### config.mk
export PLATFORM = sky130hd
export DESIGN_NAME = clic_preempt_stack
export DESIGN_NICKNAME = d
export VERILOG_FILES = /design/src/rtl/clic_preempt_stack.sv
export SDC_FILE = /design/constraint.sdc
export NUM_CORES = 1
export LEC_CHECK = 0
export ABC_AREA = 1
export CORE_MARGIN = 4
export CORE_UTILIZATION = 60
export DETAILED_ROUTE_END_ITERATION = 12
export PLACE_DENSITY = 0.87
export SLEW_MARGIN = 20
export SYNTH_ARGS = -nofsm -noshare
export SYNTH_HDL_FRONTEND = slang
export SYNTH_SLANG_ARGS = --single-unit
### constraint.sdc
create_clock -name clk -period 5.8 [get_ports clk]
set_input_delay 1.45 -clock clk [delete_from_list [all_inputs] [get_ports clk]]
set_output_delay 1.45 -clock clk [all_outputs]
set_load 0.05 [all_outputs]
### src/rtl/clic_preempt_stack.sv
// CLIC preemption controller: accepts the arbiter's winning candidate when it outranks the
// running context, saves that context on a nesting stack and restores it on handler return.
module clic_preempt_stack #(
   parameter int NR_PRIO_BITS  = 3,
   parameter int NR_INDEX_BITS = 2,
   parameter int STACK_DEPTH   = 2**NR_PRIO_BITS - 1,
   localparam int DEPTH_W      = $clog2(STACK_DEPTH + 1)
) (
   input  logic                     clk,
   input  logic                     rst_n,
   input  logic                     req_valid,
   input  logic [NR_INDEX_BITS-1:0] req_index,
   input  logic [NR_PRIO_BITS-1:0]  req_prio,
   output logic                     take,
   input  logic                     ret,
   output logic                     cur_valid,
   output logic [NR_INDEX_BITS-1:0] cur_index,
   output logic [NR_PRIO_BITS-1:0]  cur_prio,
   output logic                     dispatch,
   output logic [NR_INDEX_BITS-1:0] dispatch_index,
   output logic [DEPTH_W-1:0]       depth,
   output logic                     err_overflow,
   output logic                     err_underflow
);

   localparam int CTX_W = 1 + NR_INDEX_BITS + NR_PRIO_BITS;
   localparam logic [DEPTH_W-1:0] DEPTH_MAX = DEPTH_W'(STACK_DEPTH);

   typedef enum logic {THREAD = 1'b0, HANDLER = 1'b1} state_t;

   state_t                   state_q, state_d;
   logic [NR_INDEX_BITS-1:0] index_q, index_d;
   logic [NR_PRIO_BITS-1:0]  prio_q, prio_d;
   logic [DEPTH_W-1:0]       depth_q, depth_d, top_idx;
   logic                     vld_p1, vld_d;
   logic [NR_INDEX_BITS-1:0] dispatch_index_p1, dispatch_index_d;
   logic                     ovf_q, ovf_d, unf_q, unf_d;
   logic                     push;
   logic [CTX_W-1:0]         pop_ctx;
   logic [CTX_W-1:0]         stack_q [STACK_DEPTH];

   assign top_idx = depth_q - DEPTH_W'(1);
   assign pop_ctx = stack_q[top_idx];

   // ret has priority over a new candidate; the candidate is re-evaluated next cycle
   assign take = req_valid && !ret && (req_prio > prio_q) && (depth_q < DEPTH_MAX);

   always_comb begin
      state_d          = state_q;
      index_d          = index_q;
      prio_d           = prio_q;
      depth_d          = depth_q;
      vld_d            = 1'b0;
      dispatch_index_d = '0;
      ovf_d            = ovf_q;
      unf_d            = unf_q;
      push             = 1'b0;

      if (ret) begin
         if (state_q == HANDLER) begin
            if (depth_q != '0) begin
               state_d = pop_ctx[CTX_W-1] ? HANDLER : THREAD;
               index_d = pop_ctx[NR_PRIO_BITS +: NR_INDEX_BITS];
               prio_d  = pop_ctx[NR_PRIO_BITS-1:0];
               depth_d = top_idx;
            end else begin
               state_d = THREAD;
               index_d = '0;
               prio_d  = '0;
            end
         end else begin
            unf_d = 1'b1;
         end
      end else if (take) begin
         push             = 1'b1;
         state_d          = HANDLER;
         index_d          = req_index;
         prio_d           = req_prio;
         depth_d          = depth_q + DEPTH_W'(1);
         vld_d            = 1'b1;
         dispatch_index_d = req_index;
      end

      if (req_valid && (req_prio > prio_q) && (depth_q == DEPTH_MAX))
         ovf_d = 1'b1;
   end

   // stage p1: context, depth, errors and the dispatch pulse
   always_ff @(posedge clk) begin
      if (!rst_n) begin
         state_q           <= THREAD;
         index_q           <= '0;
         prio_q            <= '0;
         depth_q           <= '0;
         vld_p1            <= 1'b0;
         dispatch_index_p1 <= '0;
         ovf_q             <= 1'b0;
         unf_q             <= 1'b0;
      end else begin
         state_q           <= state_d;
         index_q           <= index_d;
         prio_q            <= prio_d;
         depth_q           <= depth_d;
         vld_p1            <= vld_d;
         dispatch_index_p1 <= dispatch_index_d;
         ovf_q             <= ovf_d;
         unf_q             <= unf_d;
      end
   end

   // Saved contexts carry no reset; only slots below depth are ever read.
   always_ff @(posedge clk) begin
      if (push)
         stack_q[depth_q] <= {state_q == HANDLER, index_q, prio_q};
   end

   assign cur_valid      = (state_q == HANDLER);
   assign cur_index      = index_q;
   assign cur_prio       = prio_q;
   assign depth          = depth_q;
   assign dispatch       = vld_p1;
   assign dispatch_index = dispatch_index_p1;
   assign err_overflow   = ovf_q;
   assign err_underflow  = unf_q;

endmodule

Word-level counts from Yosys, hierarchy flattened
Memories as Yosys holds them, arrays and structs flattened.
Cells that the tools add are included.
- bitwise gates (word level): 3
- divide/modulo/power cells: 0
- multiply operators: 0
- shift-type cells: 0
- equal/unequal tests: 3
- order comparisons: 2
- multiplexer cells: 21
- reductions and logical operators: 12
- add/subtract/negate cells: 2
- operator list (cell ; count):
    $mux W3 ; 8
    $mux W1 ; 9
    $mux W2 ; 4
    $logic_and A1 B1 Y1 ; 5
    $ne A2 B1 Y1 const B ; 2
    $reduce_and A2 Y1 ; 2
    $add A3 B1 Y3 const B ; 1
    $eq A3 B3 Y1 const B ; 1
    $gt A3 B3 Y1 ; 1
    $lt A3 B3 Y1 const B ; 1
    $not A1 Y1 ; 3
    $reduce_and A3 Y1 ; 1
    $reduce_bool A3 Y1 ; 1
    $reduce_or A3 Y1 ; 1
    $sub A3 B1 Y3 const B ; 1
    $reduce_bool A2 Y1 ; 1
    $logic_not A1 Y1 ; 1
- bits of input ports: 9
- RAM bits: 42
- register bits: 14
- bits in read-only memories: 0
- memories kept: 1
- word-level logic and storage cells: 52
- bits in latches: 0
- memory list (memory ; depth ; width ; rd ports ; clocked after Yosys merged registers in ; write ports ; RTL line ; source):
    stack_q ; 7 ; 6 ; 1 ; 0 ; 1 ; 40 ; logic [CTX_W-1:0] stack_q [STACK_DEPTH];

Depth between registers and ports, before layout
Gate-level depths: netlist (run 1).
- depth after elaboration: 8
- depth in mapped cells: 13

Worst setup path before layout (run 1)
Ideal clock, no wire load.
- path kind: input port to output port
- start: input req_prio[2]
- end: output take
- arrival time: 2.382 ns
- setup slack: 1.968 ns
- data required time: 4.350 ns
- stages on the path: 5
- path through: ha_1 > nand3b_1 > nand2_1 > nand4_1 > inv_1
- word-level cells in the longest chain between the ends: 3
- ends and longest elaborated chain (element ; RTL line ; source):
    start: declaration ; 13 ; input logic [NR_PRIO_BITS-1:0] req_prio,
    $gt A3 B3 Y1 ; 46 ; assign take = req_valid && !ret && (req_prio > prio_q) && (depth_q < DEPTH_MAX);
    $logic_and A1 B1 Y1 (2 in a row) ; 46 ;
    end: declaration ; 14 ; output logic take,
No other way between the ends.

Final worst setup path (run 1)
Same ends and word-level chain as after synthesis.

==> results of run 1 <==
## registers in the layout (all words and copies together), names as in the netlist
name,count
dispatch_index,2
depth,3
cur_index,2
stack_q,42
err_overflow,1
err_underflow,1
dispatch,1
cur_valid,1
cur_prio,3
## cells by family after synthesis
kind of cell    Yosys count  share of synthesized area [%]
flops                    56                          60.01
fa+ha+maj                 7                          3.409
simple gates            167                          27.33
xor+xnor                  1                         0.3410
compound gates            8                          1.607
buf+inv                  42                          7.306
## cell usage after synthesis, drive strengths merged
| cell | count | area [um2] |
|---|---|---|
| nand2 | 89 | 339.1 |
| edfxtp | 42 | 1261 |
| nor2 | 37 | 143.9 |
| inv | 33 | 123.9 |
| nand3 | 31 | 155.2 |
| dfxtp | 14 | 280.3 |
| buf | 9 | 63.81 |
| ha | 7 | 87.58 |
| a21oi | 4 | 20.02 |
| nor3 | 3 | 15.01 |
| o21ai | 3 | 15.01 |
| nand3b | 2 | 15.01 |
| nand4 | 2 | 12.51 |
| nor3b | 2 | 15.01 |
| a31oi | 1 | 6.260 |
| or2 | 1 | 6.260 |
| xnor2 | 1 | 8.760 |
## final cells by class
| cell class | count | share of cell area (%) |
|---|---|---|
| Clock buffer | 5 | 2.373 |
| Clock inverter | 3 | 0.6471 |
| Inverter | 33 | 4.271 |
| Multi-Input combinational cell | 183 | 28.95 |
| Sequential cell | 56 | 53.15 |
| Tap cell | 50 | 2.157 |
| Timing Repair Buffer | 25 | 8.456 |
## power groups by stage
stage          Sequential, W  Clock (W)  Combinational [W]
2_1_floorplan       0.000500          0           0.000125
3_3_place_gp        0.000476          0           0.000195
3_5_place_dp        0.000476          0           0.000201
4_1_cts             0.000467   0.000204           0.000204
5_1_grt             0.000470   0.000222           0.000227
6_report            0.000467   0.000202           0.000205
## worst min-delay path by stage
stage                                          start                    endpoint  slack (ps)
final                     err_underflow$_SDFFE_PN0P_  err_underflow$_SDFFE_PN0P_         460
after global routing      err_underflow$_SDFFE_PN0P_  err_underflow$_SDFFE_PN0P_         480
after CTS                  err_overflow$_SDFFE_PN0P_   err_overflow$_SDFFE_PN0P_         460
after detailed placement   err_overflow$_SDFFE_PN0P_   err_overflow$_SDFFE_PN0P_         440
after global placement    err_underflow$_SDFFE_PN0P_  err_underflow$_SDFFE_PN0P_         440
after floorplan              stack_q[1][5]$_DFFE_PP_      cur_valid$_SDFFE_PN0P_         650
## layout by cell type (no fill, tap or decap), types with 2 or more instances in the layout
cell / count
edfxtp_1: 42
nor3_1: 3
buf_4: 2
nand3_1: 31
dfxtp_1: 14
ha_1: 7
inv_1: 31
nor3b_1: 2
clkinvlp_4: 2
inv_2: 2
nor2_1: 35
nand2_2: 2
nand2_1: 87
a21oi_1: 4
nor2_2: 2
nand4_1: 2
clkbuf_8: 5
clkdlybuf4s50_1: 23
nand3b_1: 2
o21ai_0: 3
## per-layer routing
metal,track usage (%),vias to the layer above
li1,-,950
met1,25.50,891
met2,36.25,85
met3,5.472,10
met4,7.445,0
met5,0,-
## through the flow
stage                     setup slack, ps  util (%)  cell area [um2]
after global placement              926.0     69.32             2813
after global routing                734.7     71.48             2900
final                               867.4     71.48             2900
after CTS                           887.7     71.48             2900
after floorplan                      1968         -             2569
after detailed placement            893.7     69.32             2813
## critical path, delay by kind of cell
| kind | cells | cell delay, ps |
|---|---|---|
| buf+inv | 3 | 1390 |
| fa+ha+maj | 1 | 330 |
| simple gates | 3 | 310 |
==> impl_metrics.py, run 1 <==
metrics = {
    "outcome": {
        "status": "completed",
    },
    "power_and_ir_drop": {
        "leakage_nw": 1.225,
        "cellPowerDensity_nw_per_um2": 301.5,
        "totalPowerFinal_w": 0.0008745,
        "sw_frac_of_total_pct": 31.57,
        "p_int_w": 0.0005984,
        "netSwitchingPower_w": 0.0002761,
        "p_clk_share_pct": 23.1,
        "p_comb_share_pct": 23.4,
        "power_frac_seq_pct": 53.5,
        "vdd_drop_max_uv": 269.1,
    },
    "drt": {
        "topRoutingLayerUsed": "met4",
        "drt-met1-wl_um": 1994,
        "drt_pre_antenna_iters": 4,
        "routed_wl_um": 5175,
        "drc_errors": 0,
        "drtAntennaViolNets": 0,
        "wl_per_cell_um": 14.58,
        "wl_met2_um": 2668,
        "avgViaCountPerCell": 5.454,
        "dr_total_vias": 1936,
        "route.met3.wl_um": 423,
        "drtIter0Drc": 160,
    },
    "global_routing": {
        "antenna_found_initial": 0,
        "grt_usage_pct": 21.04,
        "grt_pass1_vias": 1774,
        "grt_max_degree": 24,
        "grt_remaining_overflow": 0,
        "grt_pass1_wl_um": 8424,
    },
    "clock_tree": {
        "clk_latency_ps": 300,
        "hold_buffers": 0,
        "cts_root_buf": "clkbuf_8",
        "clk_pin_slew_ps": 90,
        "cts_tree": "built",
        "numClockSinks": 56,
        "clock_path_buffers": 2,
        "cts_setup_buffers": 0,
        "ctsResizeCount": 0,
        "htreeDepth": 2,
        "cts_made_buffers": 5,
    },
    "layout": {
        "diodes": 0,
        "finalNetCount": 320,
        "stdcell_count": 355,
        "fill_cells": 284,
        "register_area_um2": 1541,
        "multi_input_area_um2": 839.6,
        "drive_above_1_share_pct": 4.918,
        "area_delta_synth_final_pct": 12.91,
    },
    "logic_synthesis": {
        "yosys_warnings": 0,
        "yosysSeqAreaShare_pct": 60.01,
        "netlist_instances": 281,
        "synth_nets": 297,
        "synth_seq_cells": 56,
        "syn_area_um2": 2569,
        "avgSynthCellArea_um2": 9.141,
        "yosysUniqueCellTypes": 22,
    },
    "critical_path": {
        "cp.required_ps": 4350,
        "crit_start": "req_prio[2]",
        "cp-start-kind": "input pin",
        "critPathCapture": "take",
        "timing.rr.end": "cur_valid$_SDFFE_PN0P_",
        "path_cells": "clkdlybuf4s50_1 > ha_1 > nand3b_1 > nand2_1 > nand4_1 > inv_1 > clkdlybuf4s50_1",
        "arrival_ps": 3480,
        "critPathSlowestCell": "clkdlybuf4s50_1",
        "critical_path_peak_fanout": 3,
        "cpMostUsedCell": "clkdlybuf4s50_1",
        "r2r-start": "depth[0]$_SDFFE_PN0P_",
        "criticalPathCategory": "input pin to primary output",
        "critical_path.endpoint_type": "primary output",
        "r2r_setup_slack_ps": 2920,
        "worstRegToRegCells": 10,
        "crit_path_max_incr_delay_ps": 810,
    },
    "timing": {
        "whs_ps": 458.2,
        "report.final.slew_viol_count": 0,
        "rsz0062_at_grt": "false",
        "fin_setup_tns_ps": 0,
        "period_needed_ps": 4933,
        "finalCritPeriodShare_pct": 85.05,
        "worst_slew_pin_slew_ps": 919.4,
        "max_clock_freq_ghz": 0.2027,
        "skew_ps": 3.333,
        "hold_viol_final": 0,
        "setup_viol": 0,
        "relSlewSlack_pct": 38.24,
    },
    "floorplanning": {
        "rows": 23,
        "die_y_um": 73.43,
        "initial_utilization_pct": 63.31,
        "die_width_um": 73.43,
        "boundaryPins": 24,
        "die_area_um2": 5392,
        "core_area_um2": 4058,
    },
    "place": {
        "portBuffers": 23,
        "place_inst": 347,
        "gp_congestion": 0.8912,
        "dp_hpwl_um": 3583,
    },
    "run": {
        "max_cap_viol_count": 0,
    },
    "min_path": {
        "hold_depth": 2,
        "hold_class": "flip-flop to flip-flop",
    },
}
Power figures use the tool's default switching activity.
==> inputs of run 2 (changes only) <==
- SLEW_MARGIN: 20 -> default
==> results of run 2 <==
The final DEF is identical to that of run 1; final timing and power are the same.
==> RTL edit 1, RTL diff (config.mk and constraints of run 2) <==
The parameter `NR_PRIO_BITS` goes from 3 to 4.
--- a/src/rtl/clic_preempt_stack.sv
+++ b/src/rtl/clic_preempt_stack.sv
@@ -1,7 +1,7 @@
 // CLIC preemption controller: accepts the arbiter's winning candidate when it outranks the
 // running context, saves that context on a nesting stack and restores it on handler return.
 module clic_preempt_stack #(
-   parameter int NR_PRIO_BITS  = 3,
+   parameter int NR_PRIO_BITS  = 4,
    parameter int NR_INDEX_BITS = 2,
    parameter int STACK_DEPTH   = 2**NR_PRIO_BITS - 1,
    localparam int DEPTH_W      = $clog2(STACK_DEPTH + 1)
Interface: changed (resized cur_prio, depth and req_prio); port bits go from 24 to 27. No check against the original RTL was run, so the function may have changed too.
==> RTL edit 1 against run 2 <==
  * Worst setup slack lost 0.45 ns
  * Final area increased by 110%
  * Synthesized cell count grew 75%
  * Wire length up 140%
  * Clock power grew to 4.9 times the old value
  * Sequential cell count is 65 higher
  * Non-clock buffer count up 3
  * Area after synthesis rose by 110%
  * Power increased to 2.7 times the old value
  * Critical path type unchanged
  * Largest power group unchanged
==> RTL edit 1: results (changes against run 2) <==
{
  "yosys": {
    "synth_xor_xnor_area_share": {"value": 0.00165, "change": "-0.00176"},
    "adder_cell_share_of_the_synthesized_area": {"value": 0.0212, "change": "-0.0129"},
    "synthesis.nets": {"value": 512, "change": "+72%"},
    "synth_compound_gate_area_share": {"value": 0.0318, "change": "+0.0157"},
    "synth.top_cells.by_count": "nand2_1, edfxtp_1, nand3_1, nor2_1, inv_1",
    "sequential_cell_area_fraction_in_the_yosys_report": {"value": 0.654, "change": "+0.0542"},
    "syn-instance-count": {"value": 493, "change": "+75%"},
    "yosys.cell_types.count": {"value": 30, "change": "+36%"}
  },
  "clock_tree": {
    "cts-htree-levels": {"value": 4, "change": "+2"},
    "worstSkewPairLatency": {"value": 0.52, "unit": "ns", "change": "+0.22 ns"},
    "clkSlewWorstSetupHoldPaths": {"value": 0.06, "unit": "ns", "change": "-0.03 ns"},
    "cts-buffers-inserted": {"value": 17, "change": "+12"},
    "bufs_on_longest_clock_path": {"value": 2, "change": "unchanged"},
    "clock_tree.root_cell": "clkbuf_8"
  },
  "routing": {
    "routedWlPerCell": {"value": 19.8, "unit": "um", "change": "+36%"},
    "dr_total_vias": {"value": 3921, "change": "+100%"},
    "detailedRoute.firstIterationViolations": {"value": 608, "change": "+280%"},
    "dr.pass1.iters": {"value": 7, "change": "+3"}
  },
  "finish": {
    "final.fill_count": {"value": 564, "change": "+99%"},
    "largest_register_ff_count": {"value": 105, "change": "+150%"},
    "design.final.nets": {"value": 536, "change": "+68%"},
    "share_of_cells_above_drive_strength_1": {"value": 0.102, "change": "+0.0527"}
  },
  "placed_design": {
    "finalWeightedCongestion": {"value": 0.914, "change": "+2.5%"},
    "dp.cells": {"value": 606, "change": "+75%"},
    "post-dp-hpwl": {"value": 7.16, "unit": "mm", "change": "+100%"},
    "place.port_buffers": {"value": 26, "change": "+13%"}
  },
  "power": {
    "p_leak": {"value": 2.31, "unit": "nW", "change": "+88%"},
    "ir_worst_vdd": {"value": 0.234, "unit": "mV", "change": "-13%"}
  },
  "global_route": {
    "grt_pass1_wl": {"value": 20.1, "unit": "mm", "change": "+140%"},
    "first_global_vias": {"value": 3798, "change": "+110%"},
    "grt_start_max_net_pins": {"value": 57, "change": "+140%"},
    "grt_usage": {"value": 0.263, "change": "+0.0524"}
  },
  "sta": {
    "clock-skew-final": {"value": 0.0103, "unit": "ns", "change": "+0.00693 ns"},
    "worst_slew_pin_slew": {"value": 0.874, "unit": "ns", "change": "-0.0458 ns"}
  },
  "outcome": {
    "run_status": "complete, no violations"
  },
  "setup_path": {
    "max_stage_delay": {"value": 0.85, "unit": "ns", "change": "+0.04 ns"},
    "worst-endpoint-arrival": {"value": 3.93, "unit": "ns", "change": "+0.45 ns"},
    "largest_fanout_on_the_critical_path": {"value": 19, "change": "+16"}
  }
}
## RTL edit 1: cell count changes after synthesis, moves of 6 or more
cell	run 2	this run
buf_2	3	11
edfxtp_1	42	105
inv_1	31	20
nand2_1	87	139
nand3_1	31	105
nor2_1	35	25
o21ai_0	3	9
or2_2	0	6
## RTL edit 1: cell type report
cell class | instances | area share
inverter | 25 | 0.0170
tap | 108 | 0.0221
timing repair buffer | 28 | 0.0449
clock inverter | 9 | 0.0161
clock buffer | 23 | 0.0762
sequential | 121 | 0.567
multi-input combinational | 324 | 0.257
## RTL edit 1: per-layer routing
layer  vias to the layer above  part of all wire  track usage  wire length (um)
met2                       284              0.49        0.403              6250
met1                      1846              0.37        0.350              4620
met4                         0             0.036        0.131               449
li1                       1749                 -            -                 -
met5                         -                 0            0                 0
met3                        42              0.10       0.0669              1320
## RTL edit 1: worst paths after layout
| path | from | endpoint | slack [ns] | depth (start not counted) |
|---|---|---|---|---|
| setup / recovery | req_prio[0] | take | 0.42 | 9 |
| hold / removal | err_overflow | err_overflow | 0.48 | 1 |
| setup reg to reg | cur_prio[2] | stack_q[7][4] | 2.52 | 9 |
| hold reg to reg | err_overflow | err_overflow | 0.48 | 1 |
## RTL edit 1: power by group
part           leakage (nW)  internal [mW]  switching, mW  total (mW)
logic                 0.919          0.102          0.244       0.346
clock network         0.275          0.640          0.358       0.998
registers              1.11          0.976         0.0376        1.01
## RTL edit 1: through the flow
step                      cell area (um2)  hold slack, ns  setup WS [ns]
after CTS                            6130           0.485          0.483
after detailed placement             5560           0.464          0.507
final                                6130           0.484          0.420
after floorplan                      5310           0.697           1.78
after global placement               5560           0.451          0.579
after global routing                 6130           0.512          0.304
==> RTL edit 2, RTL diff (flow settings as in run 2) <==
Without the edit above. Reset style: asynchronous (`rst_n`), changed in one clocked block.
--- a/src/rtl/clic_preempt_stack.sv
+++ b/src/rtl/clic_preempt_stack.sv
@@ -86,7 +86,7 @@
    end
 
    // stage p1: context, depth, errors and the dispatch pulse
-   always_ff @(posedge clk) begin
+   always_ff @(posedge clk or negedge rst_n) begin
       if (!rst_n) begin
          state_q           <= THREAD;
          index_q           <= '0;
Check against the original RTL: differs if rst_n is asserted again (counterexample within 4 cycles, from zero or initial values and one cycle with rst_n low); with rst_n held inactive, the same outputs for 10 cycles.
==> RTL edit 2 against run 2 <==
  * Worst setup slack lost 0.078 ns
  * Non-clock buffer count shrank 1
  * First-iteration DRC count shrank 5.0%
  * Sequential cell count is the same
  * Wire length shrank 4.9%
  * Maximum frequency shrank 1.6%
  * Final area shrank 0.47%
  * Area after synthesis grew 0.44%
  * Sequential share of layout area grew 2.7 points
  * Die area grew 0.40%
  * Register-to-register slack lost 0.47 ns
  * Highest routed layer unchanged
Power is not compared: it rests on default switching activity, and its combinational part moved more than twofold at a synthesized area within 25%.
==> RTL edit 2: results (changes against run 2) <==
{
  "placed_design": {
    "dpl_worst_slack": {"value": 0.810, "unit": "ns", "change": "-0.0840 ns"},
    "finalWeightedCongestion": {"value": 0.843, "change": "-5.5%"},
    "dpl-instance-area": {"value": 2800, "unit": "um2", "change": "-0.40%"},
    "post-dp-hpwl": {"value": 3.32, "unit": "mm", "change": "-7.3%"}
  },
  "yosys": {
    "synth.top_cells.by_area": "edfxtp_1, nand2_1, dfrtp_1",
    "yosys.cell_types.count": {"value": 21, "change": "-4.5%"},
    "synthesis.nets": {"value": 280, "change": "-5.7%"},
    "syn_area_per_cell": {"value": 9.77, "unit": "um2", "change": "+6.9%"},
    "synth.top_cells.by_count": "nand2_1, edfxtp_1, nand3_1, inv_1, nor2_1",
    "synthArstFlopShare": {"value": 0.250, "change": "+0.250"}
  },
  "power": {
    "power_switching_share": 0.455,
    "ir_worst_vdd_mv": 0.336
  },
  "routing": {
    "routedWlPerCell": {"value": 14.6, "unit": "um", "change": "+0.13%"},
    "dr_total_vias": {"value": 1797, "change": "-7.2%"},
    "detailedRoute.firstIterationViolations": {"value": 152, "change": "-5.0%"},
    "dr.pass1.iters": {"value": 5, "change": "+1"},
    "via_per_instance_ratio": {"value": 5.33, "change": "-2.2%"}
  },
  "finish": {
    "non_clock_inverter_count": {"value": 27, "change": "-18%"},
    "nNonClkBuffers": {"value": 24, "change": "-4.0%"},
    "area_share_nonclk_buffers": {"value": 0.0824, "change": "-0.00220"},
    "seq_share": {"value": 0.558, "change": "+0.0268"},
    "design.final.nets": {"value": 302, "change": "-5.6%"},
    "number_of_clock_buffers_in_the_layout": {"value": 7, "change": "+2"},
    "num-multi-input-gates": {"value": 172, "change": "-6.0%"},
    "area_fraction_of_clock_buffers_and_clock_inverters": {"value": 0.0295, "change": "-0.000723"},
    "multi_input_area": {"value": 788, "unit": "um2", "change": "-6.1%"}
  },
  "global_route": {
    "grt_pass1_wl": {"value": 7.98, "unit": "mm", "change": "-5.2%"},
    "grt_start_max_net_pins": {"value": 25, "change": "+4.2%"},
    "first_global_vias": {"value": 1614, "change": "-9.0%"},
    "grt_usage": {"value": 0.200, "change": "-0.0100"}
  },
  "setup_path": {
    "critical_path.reg2reg.startpoint": "depth[0]",
    "worst_r2r_endpoint": "cur_prio[2]",
    "worst-endpoint-arrival": {"value": 3.56, "unit": "ns", "change": "+0.08 ns"},
    "endpoint_kind": "output port",
    "r2r_setup_slk": {"value": 2.45, "unit": "ns", "change": "-0.47 ns"}
  },
  "hold_path": {
    "timing.hold.worst.start": "err_overflow",
    "hold_crit_endpoint": "err_overflow"
  },
  "sta": {
    "clock-skew-final": {"value": 0.00318, "unit": "ns", "change": "-0.000149 ns"},
    "max_slew_margin": {"value": 0.465, "change": "+0.0829"},
    "worst_hold_slack": {"value": 0.485, "unit": "ns", "change": "+0.0266 ns"}
  },
  "outcome": {
    "run_status": "complete, no violations"
  }
}
[RTL edit 2: changes by cell type in the layout (fill, tap and decap cells not counted), moves of 3 or more]
cell     delta
nor3_1      -3
nor2_1     -12
nand2_1     +8
dfxtp_1    -14
dfrtp_1    +14
inv_1       -5
[RTL edit 2: per-layer routing]
layer	share of wire	routed length (um)	global-route usage
met4	0.013	64	0.0664
met1	0.43	2090	0.267
met2	0.49	2390	0.316
met3	0.076	372	0.0602
met5	0	0	0
[RTL edit 2: how the worst max path moves through the flow]
stage	start	slack (ns)	end
6_report	req_prio[0]	0.79	take
5_1_grt	req_prio[0]	0.67	take
4_1_cts	req_prio[0]	0.80	take
3_5_place_dp	req_prio[0]	0.81	take
3_3_place_gp	req_prio[0]	0.86	take
2_1_floorplan	req_prio[2]	1.89	take
[RTL edit 2: power by group through the flow]
| stage | clock, mW | combinational (mW) | sequential, mW |
|---|---|---|---|
| 2_1_floorplan | 0 | 0.441 | 0.710 |
| 3_3_place_gp | 0 | 0.675 | 0.629 |
| 3_5_place_dp | 0 | 0.696 | 0.631 |
| 4_1_cts | 0.202 | 0.701 | 0.623 |
| 5_1_grt | 0.224 | 0.770 | 0.638 |
| 6_report | 0.201 | 0.701 | 0.624 |
[RTL edit 2: kinds of logic (layout without fill, tap and decap cells)]
| group | Yosys count | count (layout) | synth area share |
|---|---|---|---|
| AND/OR/NAND/NOR | 156 | 156 | 0.248 |
| flip-flops | 56 | 56 | 0.625 |
| buffers and inverters | 36 | 59 | 0.0698 |
| AO/OA/AOI/OAI | 8 | 8 | 0.0204 |
| adder cells (fa/ha/maj) | 7 | 7 | 0.0339 |
| XOR/XNOR | 1 | 1 | 0.00340 |
